<file path="src/rtl/sdram_slot_arbiter.sv">
// Slot arbiter in front of the byte-wide SDRAM controller: one CPU or video access per clkref slot,
// with forced idle slots so the controller can auto-refresh.
module sdram_slot_arbiter #(
  parameter int unsigned VIDEO_FIRST = 1,
  parameter int unsigned REFRESH_MAX = 7
) (
  input  logic        clk,
  input  logic        reset_n,
  input  logic        clkref,
  input  logic        cpu_req,
  input  logic        cpu_we,
  input  logic [24:0] cpu_addr,
  input  logic [7:0]  cpu_din,
  output logic        cpu_ack,
  output logic [7:0]  cpu_dout,
  input  logic        vid_req,
  input  logic [24:0] vid_addr,
  output logic        vid_ack,
  output logic [7:0]  vid_dout,
  output logic [24:0] sd_addr,
  output logic        sd_we,
  output logic [7:0]  sd_din,
  output logic        sd_oe,
  input  logic [7:0]  sd_dout
);

  localparam int unsigned RW = $clog2(REFRESH_MAX + 2);
  localparam logic [RW-1:0] RUN_MAX = RW'(REFRESH_MAX);

  typedef enum logic [1:0] {OWN_NONE, OWN_CPU, OWN_VID} owner_t;

  owner_t        r_owner, w_owner_nxt;
  logic [RW-1:0] r_run, w_run_nxt;
  logic          r_rr_vid, w_rr_vid_nxt;
  logic          r_clkref_d;
  logic          w_slot_start;
  logic          w_cpu_elig, w_vid_elig, w_vid_wins;
  logic [24:0]   w_addr_nxt;
  logic [7:0]    w_din_nxt;
  logic          w_we_nxt, w_oe_nxt;

  assign w_slot_start = clkref & ~r_clkref_d;

  // The port owning the finishing slot still shows req high on its ack edge, so it sits this one out.
  assign w_cpu_elig = cpu_req & (r_owner != OWN_CPU);
  assign w_vid_elig = vid_req & (r_owner != OWN_VID);
  assign w_vid_wins = w_vid_elig & (~w_cpu_elig | (VIDEO_FIRST != 0) | r_rr_vid);

  always_comb begin
    w_owner_nxt  = r_owner;
    w_run_nxt    = r_run;
    w_rr_vid_nxt = r_rr_vid;
    w_addr_nxt   = sd_addr;
    w_din_nxt    = sd_din;
    w_we_nxt     = sd_we;
    w_oe_nxt     = sd_oe;
    if ((r_run == RUN_MAX) || !(w_cpu_elig || w_vid_elig)) begin
      w_owner_nxt = OWN_NONE;
      w_oe_nxt    = 1'b0;
      w_we_nxt    = 1'b0;
      w_run_nxt   = '0;
    end else begin
      w_run_nxt = (r_run == RUN_MAX) ? RUN_MAX : r_run + 1'b1;
      if (w_vid_wins) begin
        w_owner_nxt = OWN_VID;
        w_addr_nxt  = vid_addr;
        w_oe_nxt    = 1'b1;
        w_we_nxt    = 1'b0;
      end else begin
        w_owner_nxt = OWN_CPU;
        w_addr_nxt  = cpu_addr;
        w_din_nxt   = cpu_din;
        w_oe_nxt    = ~cpu_we;
        w_we_nxt    = cpu_we;
      end
      if (VIDEO_FIRST == 0) begin
        w_rr_vid_nxt = ~w_vid_wins;
      end
    end
  end

  always_ff @(posedge clk or negedge reset_n) begin
    if (!reset_n) begin
      r_clkref_d <= 1'b0;
      r_owner    <= OWN_NONE;
      r_run      <= '0;
      r_rr_vid   <= 1'b0;
      cpu_ack    <= 1'b0;
      vid_ack    <= 1'b0;
      cpu_dout   <= '0;
      vid_dout   <= '0;
      sd_addr    <= '0;
      sd_din     <= '0;
      sd_we      <= 1'b0;
      sd_oe      <= 1'b0;
    end else begin
      r_clkref_d <= clkref;
      cpu_ack    <= 1'b0;
      vid_ack    <= 1'b0;
      if (w_slot_start) begin
        if (r_owner == OWN_CPU) begin
          cpu_ack <= 1'b1;
          if (!sd_we) cpu_dout <= sd_dout;
        end
        if (r_owner == OWN_VID) begin
          vid_ack  <= 1'b1;
          vid_dout <= sd_dout;
        end
        r_owner  <= w_owner_nxt;
        r_run    <= w_run_nxt;
        r_rr_vid <= w_rr_vid_nxt;
        sd_addr  <= w_addr_nxt;
        sd_din   <= w_din_nxt;
        sd_we    <= w_we_nxt;
        sd_oe    <= w_oe_nxt;
      end
    end
  end

endmodule

</file>
<file path="config.mk">
export PLATFORM = sky130hd
export DESIGN_NAME = sdram_slot_arbiter
export DESIGN_NICKNAME = d
export VERILOG_FILES = /design/src/rtl/sdram_slot_arbiter.sv
export SDC_FILE = /design/constraint.sdc
export NUM_CORES = 1
export LEC_CHECK = 0
export ABC_AREA = 1
export BUFFER_PORTS_ARGS = -buffer_cell sky130_fd_sc_hd__buf_4
export CAP_MARGIN = 30
export CORE_MARGIN = 8
export CORE_UTILIZATION = 51
export CTS_CLUSTER_DIAMETER = 150
export DETAILED_ROUTE_END_ITERATION = 10
export PLACE_DENSITY = 0.81
export SYNTH_ARGS = -nofsm -noshare
export SYNTH_HDL_FRONTEND = slang
export SYNTH_SLANG_ARGS = --single-unit
</file>
<file path="constraint.sdc">
create_clock -name clk -period 2.86 [get_ports clk]
set_input_delay 0.286 -clock clk [delete_from_list [all_inputs] [get_ports clk]]
set_output_delay 0.286 -clock clk [all_outputs]
set_load 0.03 [all_outputs]
</file>
---- Yosys cells after proc, flatten, opt, wreduce, memory -nomap -nowiden ----
Index checks and enable logic that the tools add are counted.
W data, S select, Z words.
storage, ports and cells
  flip-flop bits (word level) ............. 60
  word-level logic and storage cells ...... 45
  output and inout port bits .............. 53
  input bits .............................. 72
operators by class
  reduce and logical (&&, ||, !) cells .... 7
  add/subtract/negate cells ............... 1
  equality and inequality tests ........... 5
  bitwise logic cells ..................... 8
  mux-type cells .......................... 13
operators with widths
  cell                   count
  $mux W25               1
  $mux W1                8
  $mux W4                2
  $reduce_and A3 Y1      2
  $not A1 Y1             5
  $add A4 B1 Y4 const B  1
  $eq A4 B3 Y1 const B   1
  $mux W2                2
  $reduce_and A2 Y1      2
  $and A1 B1 Y1          3
  $eq A2 B1 Y1 const B   1
  $eq A2 B2 Y1 const B   1
  $logic_or A1 B1 Y1     2
  $ne A2 B1 Y1 const B   1
  $ne A2 B2 Y1 const B   1
  $logic_not A1 Y1       1

---- Depth between registers and ports, before layout ----
Gate-level depths: netlist of run 1.
  depth in word-level cells ............... 7
  mapped depth ............................ 8
  mapped depth without buffers ............ 7

---- Worst setup path before layout of run 1 ----
Ideal clock, no wire load.
  kind .................................... register to register
  from .................................... register r_run[0]
  to ...................................... register sd_we
  library setup time ...................... 0.065 ns
  setup slack ............................. 1.489 ns
  data arrival time ....................... 1.306 ns
  stages on the path, launching flop included .. 9
  buffers on the path ..................... 2
  required time ........................... 2.795 ns
  cell sequence ........................... dfrtp_1 ha_1 nand2_1 nor2_2 nor2_4 buf_6 buf_2 nand3_1 nand2_1
on the way
  longest elaborated chain between the ends .. 3
ends and longest elaborated chain
  what                      RTL line  RTL
  start: declaration        33        logic [RW-1:0] r_run, w_run_nxt;
  start signal: assignment  110       r_run <= w_run_nxt;
  $eq A4 B3 Y1              57        if ((r_run == RUN_MAX) || !(w_cpu_elig || w_vid_elig)) begin
  $logic_or A1 B1 Y1        57
  $mux W1                   57
  end signal: assignment    114       sd_we <= w_we_nxt;
  end: declaration          21        output logic sd_we,
Every way passes these cells.
A chain may end at the register's enable or synchronous reset.

---- Worst setup path after layout of run 1 ----
  from .................................... register r_owner[0]
  to ...................................... register r_run[2]
on the way
  longest elaborated chain between the ends .. 6
  elaborated cells on any way between the ends .. 8
  classes of those cells .................. eq/ne: 2; mux: 1; bitwise: 2; reduce/logical: 3
ends and longest elaborated chain
  what                                          RTL line  RTL
  start: declaration                            32        owner_t r_owner, w_owner_nxt;
  start signal: assignment                      109       r_owner <= w_owner_nxt;
  $ne A2 B1 Y1 or $ne A2 B2 Y1 (tied branches)  45, 46
  $and A1 B1 Y1, on equally long branches       45, 46
  $logic_or A1 B1 Y1 *                          57
  $logic_not A1 Y1 *                            57
  $logic_or A1 B1 Y1 *                          57
  $mux W4 *                                     57
Mark *: on every way between the ends. The rest lies on a longest branch, timed or not.

==> reports/qor.yml, run 1 <==
routing:
  drtIter0Drc: 184
  drt_pre_antenna_iters: 4
  wl_per_cell_microns: 15.0
  ant_nets: 0
  routed_wirelength_mm: 8.19
  drc: 0
  via_per_inst: 5.22
  vias: 2838
yosys:
  synthCells: 350
  yosysTopAreaCell: "dfrtp_1"
  synth.distinct_cells: 20
  synth_ff_type: "dfrtp_1"
  yosysMostFrequentCell: "nand2_1"
  yosysWarnings: 0
  syn_area_per_cell_sq_um: 8.09
  synth_area_sq_mm: 0.00283
  syn_nets: 423
  async_flop_share_pct: 100
  synth-edff-count: 0
  synth_top_area_share_pct: 53.1
  synth_top_cells_by_count: "162 x nand2_1, 62 x nand3_1, 60 x dfrtp_1"
  ys_ff_latch: 60
  ys_seq_area_share_pct: 53.1
  synthTopCellsByArea: "dfrtp_1 53%, nand2_1 21%, nand3_1 11%"
die:
  dieArea_sq_mm: 0.00819
  coreArea_sq_mm: 0.00544
  rows: 27
  dieWidth_microns: 90.5
  ios: 125
  dieHeight_microns: 90.5
  start_util_pct: 52.0
grt:
  antenna_found_initial: 0
  grt_max_degree: 61
  grt_pass1_wl_mm: 13.5
  grt_overflow: 0
  grt_usage_pct: 20.2
  grt_pass1_vias: 2861
clock_tree:
  cts_resized: 0
  clk_pin_slew_ns: 0.07
  cts.path.max_buffers: 2
  hold_buffers: 0
  post_cts_buffers: 0
  cts_tree: "yes"
  numCtsBuffers: 9
  clockRootBuffer: "clkbuf_8"
  cts_max_level: 3
  cts_sinks: 60
  clk-insertion-delay-late_ns: 0.34
worst_setup_path:
  crit_fanout: 36
  cp_common_cell: "nand2_4"
  cp-start-kind: "flop"
  cp_slowest_cell: "dfrtp_1"
  path_class: "reg2reg"
  arrival_ns: 2.31
  path_delay_family: "simple AND/OR/NAND/NOR gates"
  path_buf_inv: 1
  crit_path_cell_trace: "inv_2 -> nand2_4 -> nand2_4 -> nand2_4 -> nand2_4 -> o21ai_0"
  critPathRequiredTime_ns: 3.11
  cp-end-kind: "flop"
  cpPeakStageDelay_ns: 0.39
power:
  power_switching_uw: 1330
  power_frac_seq_pct: 37.7
  p_comb_share_pct: 40.3
  p_clk_share_pct: 22.0
  p_int_uw: 1950
  switching_share_pct: 40.5
  p_leak_uw: 0.00222
  power_density_mw_per_mm2: 838
  peakVddDrop_mv: 0.574
cells_and_area:
  fin_nets: 540
  fillers: 443
  finalNonFillerCells: 544
  final_area_sq_mm: 0.00392
  drive_above_1_share_pct: 32.8
  n_antenna_cell: 0
  area_delta_synth_final_pct: 38.5
timing:
  finalWorstSetupSlack_ns: 0.799
  rsz0062_at_grt: "false"
  period_needed_ns: 2.06
  finalMaxSlewViolations: 0
  setup_violations: 0
  skew_ns: 0.00430
  max_freq_mhz: 485
  whs_ns: 0.00786
  hold_viol: 0
  fin_setup_tns_ns: 0
  slew_headroom_pct: 51.2
  fin_crit_sh_pct: 72.1
  tightest_slew_ns: 0.732
placed_design:
  dpl_cell_area_sq_mm: 0.00374
  gp_congestion: 0.793
  port_buffers: 124
  place_inst: 528
  dp_hpwl_mm: 5.85
  pre_cts_slack_ns: 0.816
run:
  maxCapViolations: 0
outcome:
  outcome: "completed"
hold_path:
  hold_path.class: "in2async"
## registers in the layout, indices dropped and copies added, names as in the netlist
name        cells
r_owner         2
cpu_dout        8
vid_ack         1
sd_we           1
r_run           4
r_clkref_d      1
sd_addr        25
vid_dout        8
sd_din          8
cpu_ack         1
sd_oe           1
## cells in the final DEF (no fill, tap or decap)
cell	n
nand2_1	162
buf_4	125
nand3_1	62
dfrtp_1	60
o21ai_0	13
nand4_1	9
clkbuf_8	9
inv_1	5
clkinv_2	5
nand2_4	4
nor2_2	4
nand2_2	3
inv_2	2
nor2_1	2
clkinv_1	1
nor2_4	1
nand3_2	1
xnor2_1	1
ha_1	1
clkbuf_1	1
bufinv_16	1
## cells by family (layout without fill, tap and decap cells)
group / after synthesis / count (layout) / synth area share (%)
compound gates: 13 / 13 / 2.30
xor+xnor: 1 / 1 / 0.310
fa+ha+maj: 1 / 1 / 0.442
buf+inv: 27 / 149 / 5.30
flops: 60 / 60 / 53.1
simple gates: 248 / 248 / 38.6
## routing by layer
| metal | vias up | wire length [microns] | share of wire, % | GRT usage [%] |
|---|---|---|---|---|
| met1 | 1339 | 3300 | 40 | 23.0 |
| met2 | 106 | 4070 | 50 | 32.8 |
| li1 | 1365 | - | - | - |
| met4 | 0 | 309 | 3.8 | 11.0 |
| met5 | - | 0 | 0 | 0 |
| met3 | 28 | 500 | 6.1 | 6.40 |
## worst register-to-register path, delay by kind of cell, from the launching register on
kind / cells / cell delay [ns]
buffers and inverters: 1 / 0.07
AO/OA/AOI/OAI: 1 / 0.25
AND/OR/NAND/NOR: 4 / 1.26
flip-flops: 1 / 0.39
## cell type report
type,count,area (sq um),share of cell area [%]
well taps,72,90.1,2.30
multi-input cells,263,1180,30.1
clock buffers,10,128,3.25
clock inverters,6,55.1,1.40
flip-flops and latches,60,1500,38.3
inverters,8,30.0,0.766
repair buffers,125,938,23.9
## final timing paths
path | from | to | slack (ns) | cells after the start
min in group clk | clkref | r_clkref_d | 0.07 | 1
worst min-delay path | reset_n | cpu_dout[1] | 0.008 | 1
worst min register to register | cpu_dout[7] | cpu_dout[7] | 0.48 | 2
max in group asynchronous | reset_n | sd_din[0] | 2.37 | 1
worst max register to register | r_owner[0] | r_run[2] | 0.80 | 6
worst max-delay path | r_owner[0] | r_run[2] | 0.80 | 6
## through the flow
stage                     utilization [%]  total power (uW)
after floorplan                         -              2030
after global placement               68.7              2550
after detailed placement             68.7              2590
after CTS                            72.1              3300
after global routing                 72.1              3460
final                                72.1              3290
## power by group through the flow
stage | combinational (uW) | sequential (uW) | clock [uW]
after floorplan | 360 | 1670 | 0
after global placement | 1310 | 1240 | 0
after detailed placement | 1340 | 1250 | 0
after CTS | 1340 | 1240 | 724
after global routing | 1430 | 1260 | 770
final | 1320 | 1240 | 724
No activity file was read; power rests on OpenSTA's default activity.
==> run 2: changes to the inputs <==
CORE_UTILIZATION = 47   (was 51)
PLACE_DENSITY = 0.76   (was 0.81)
clock period = 2.05 ns   (was 2.86 ns; I/O delays follow)
==> reports/qor.yml, run 2 (synthesized netlist as in run 1, its figures left out) <==
power:
  p_leak_uw: 0.00224
  power_density_mw_per_mm2: 1150
  p_clk_share_pct: 21.3
  p_int_uw: 2730
  power_frac_seq_pct: 37.7
  switching_share_pct: 39.9
  p_comb_share_pct: 41.0
  power_switching_uw: 1820
  peakVddDrop_mv: 0.750
timing:
  finalMaxSlewViolations: 0
  slew_headroom_pct: 50.1
  finalWorstSetupSlack_ns: 0.347
  period_needed_ns: 1.70
  max_freq_mhz: 587
  rsz0062_at_grt: "false"
  tightest_slew_ns: 0.748
  setup_violations: 0
  fin_setup_tns_ns: 0
  skew_ns: 0.00589
  hold_viol: 0
  fin_crit_sh_pct: 83.1
worst_setup_path:
  r2r_end: "r_run[0]"
  path_class: "reg2reg"
  arrival_ns: 1.94
  crit_path_cell_trace: "ha_1 -> nand2_1 -> nor2_2 -> nor2_4 -> nand2_4 -> o21ai_0"
  reg2reg_depth: 6
  path_delay_family: "simple AND/OR/NAND/NOR gates"
  cp-end-kind: "flop"
  cpPeakStageDelay_ns: 0.42
  cp-start-kind: "flop"
  startpoint: "r_run[0]"
  path_depth: 6
  crit_path_end: "r_run[0]"
  cp_slowest_cell: "dfrtp_1"
  timing.rr.start: "r_run[0]"
  crit_fanout: 28
  critPathRequiredTime_ns: 2.28
  path_buf_inv: 0
  r2r_slack_ns: 0.35
routing:
  drtIter0Drc: 142
  ant_nets: 0
  wl_per_cell_microns: 14.8
  routed_wirelength_mm: 8.18
  vias: 2805
  via_per_inst: 5.09
  drt_pre_antenna_iters: 4
  drc: 0
outcome:
  outcome: "completed"
die:
  ios: 125
  coreArea_sq_mm: 0.00589
  rows: 28
  dieArea_sq_mm: 0.00876
  start_util_pct: 48.1
  dieWidth_microns: 93.6
  dieHeight_microns: 93.6
clock_tree:
  cts.path.max_buffers: 2
  cts_sinks: 60
  cts_max_level: 3
  clk_pin_slew_ns: 0.07
  clk-insertion-delay-late_ns: 0.32
  numCtsBuffers: 9
  clockRootBuffer: "clkbuf_8"
  cts_tree: "yes"
grt:
  grt_usage_pct: 18.6
  grt_pass1_vias: 2697
  antenna_found_initial: 0
  grt_pass1_wl_mm: 13.1
  grt_overflow: 0
  grt_max_degree: 61
cells_and_area:
  n_antenna_cell: 0
  drive_above_1_share_pct: 32.8
  finalNonFillerCells: 551
  finish.utilization_pct: 67.3
  largest_reg_flops: 25
  largest-register: "sd_addr"
  fin_nets: 546
  layout_commonest_cell: "nand2_1"
  area_delta_synth_final_pct: 40.1
  final_cell_mix: "162 x nand2_1, 129 x buf_4, 62 x nand3_1"
placed_design:
  pre_cts_slack_ns: 0.360
  place_inst: 535
  gp_congestion: 0.766
  port_buffers: 124
  dp_hpwl_mm: 5.91
hold_path:
  hold_path.class: "in2reg"
run:
  maxCapViolations: 0
[run 2: cell count changes in the layout (fill, tap and decap cells not counted), sizes merged]
cell / before / now
clkbuf: 10 / 11
clkinv: 6 / 3
dlygate4sd3: 0 / 2
buf: 125 / 129
[run 2: timing repair]
action	in CTS	in global routing
gates resized for setup	0	0
endpoints found under the hold margin	61	0
hold buffers	2	0
setup endpoints to repair	0	0
buffers inserted	0	0
[run 2: metal layers]
metal	part of all wire, %	vias to the layer above	track usage (%)
met4	1.9	0	7.40
li1	-	1377	-
met2	52	80	30.7
met5	0	-	0
met3	6.3	13	4.41
met1	40	1335	22.9
[run 2: cell type report]
class	instances	area (sq um)
fillers	509	1920
clock buffers	11	131
well taps	75	93.8
inverters	8	30.0
clock inverters	3	40.0
repair buffers	131	988
multi-input cells	263	1180
flip-flops and latches	60	1500
[run 2: metrics by stage]
stage               cell area, sq um  power, uW  hold slack [ns]
floorplan                       2830       2830          -0.0906
global placement                3770       3580            0.320
detailed placement              3770       3610            0.326
CTS                             3960       4600           0.0783
global route                    3960       4820           0.0882
finish                          3960       4550           0.0907
[run 2: power groups by stage]
stage / clock network [uW] / logic [uW] / registers (uW)
2_1_floorplan: 0 / 503 / 2330
3_3_place_gp: 0 / 1860 / 1720
3_5_place_dp: 0 / 1880 / 1730
4_1_cts: 992 / 1890 / 1710
5_1_grt: 1050 / 2020 / 1750
6_report: 970 / 1870 / 1710
[run 2: worst min path at each step]
stage | from | to | slack (ns) | cells past startpoint
3_5_place_dp | reset_n | cpu_dout[3] | 0.33 | 1
4_1_cts | sd_dout[6] | vid_dout[6] | 0.08 | 3
6_report | sd_dout[4] | vid_dout[4] | 0.09 | 3
3_3_place_gp | reset_n | cpu_dout[3] | 0.32 | 1
5_1_grt | sd_dout[4] | vid_dout[4] | 0.09 | 3
2_1_floorplan | reset_n | cpu_ack | -0.09 | 0
[run 2: worst reg2reg max path: stages (launching register included)]
cell and delay, ns:
dfrtp_1 0.42, ha_1 0.25, nand2_1 0.09, nor2_2 0.05
nor2_4 0.32, nand2_4 0.26, o21ai_0 0.24
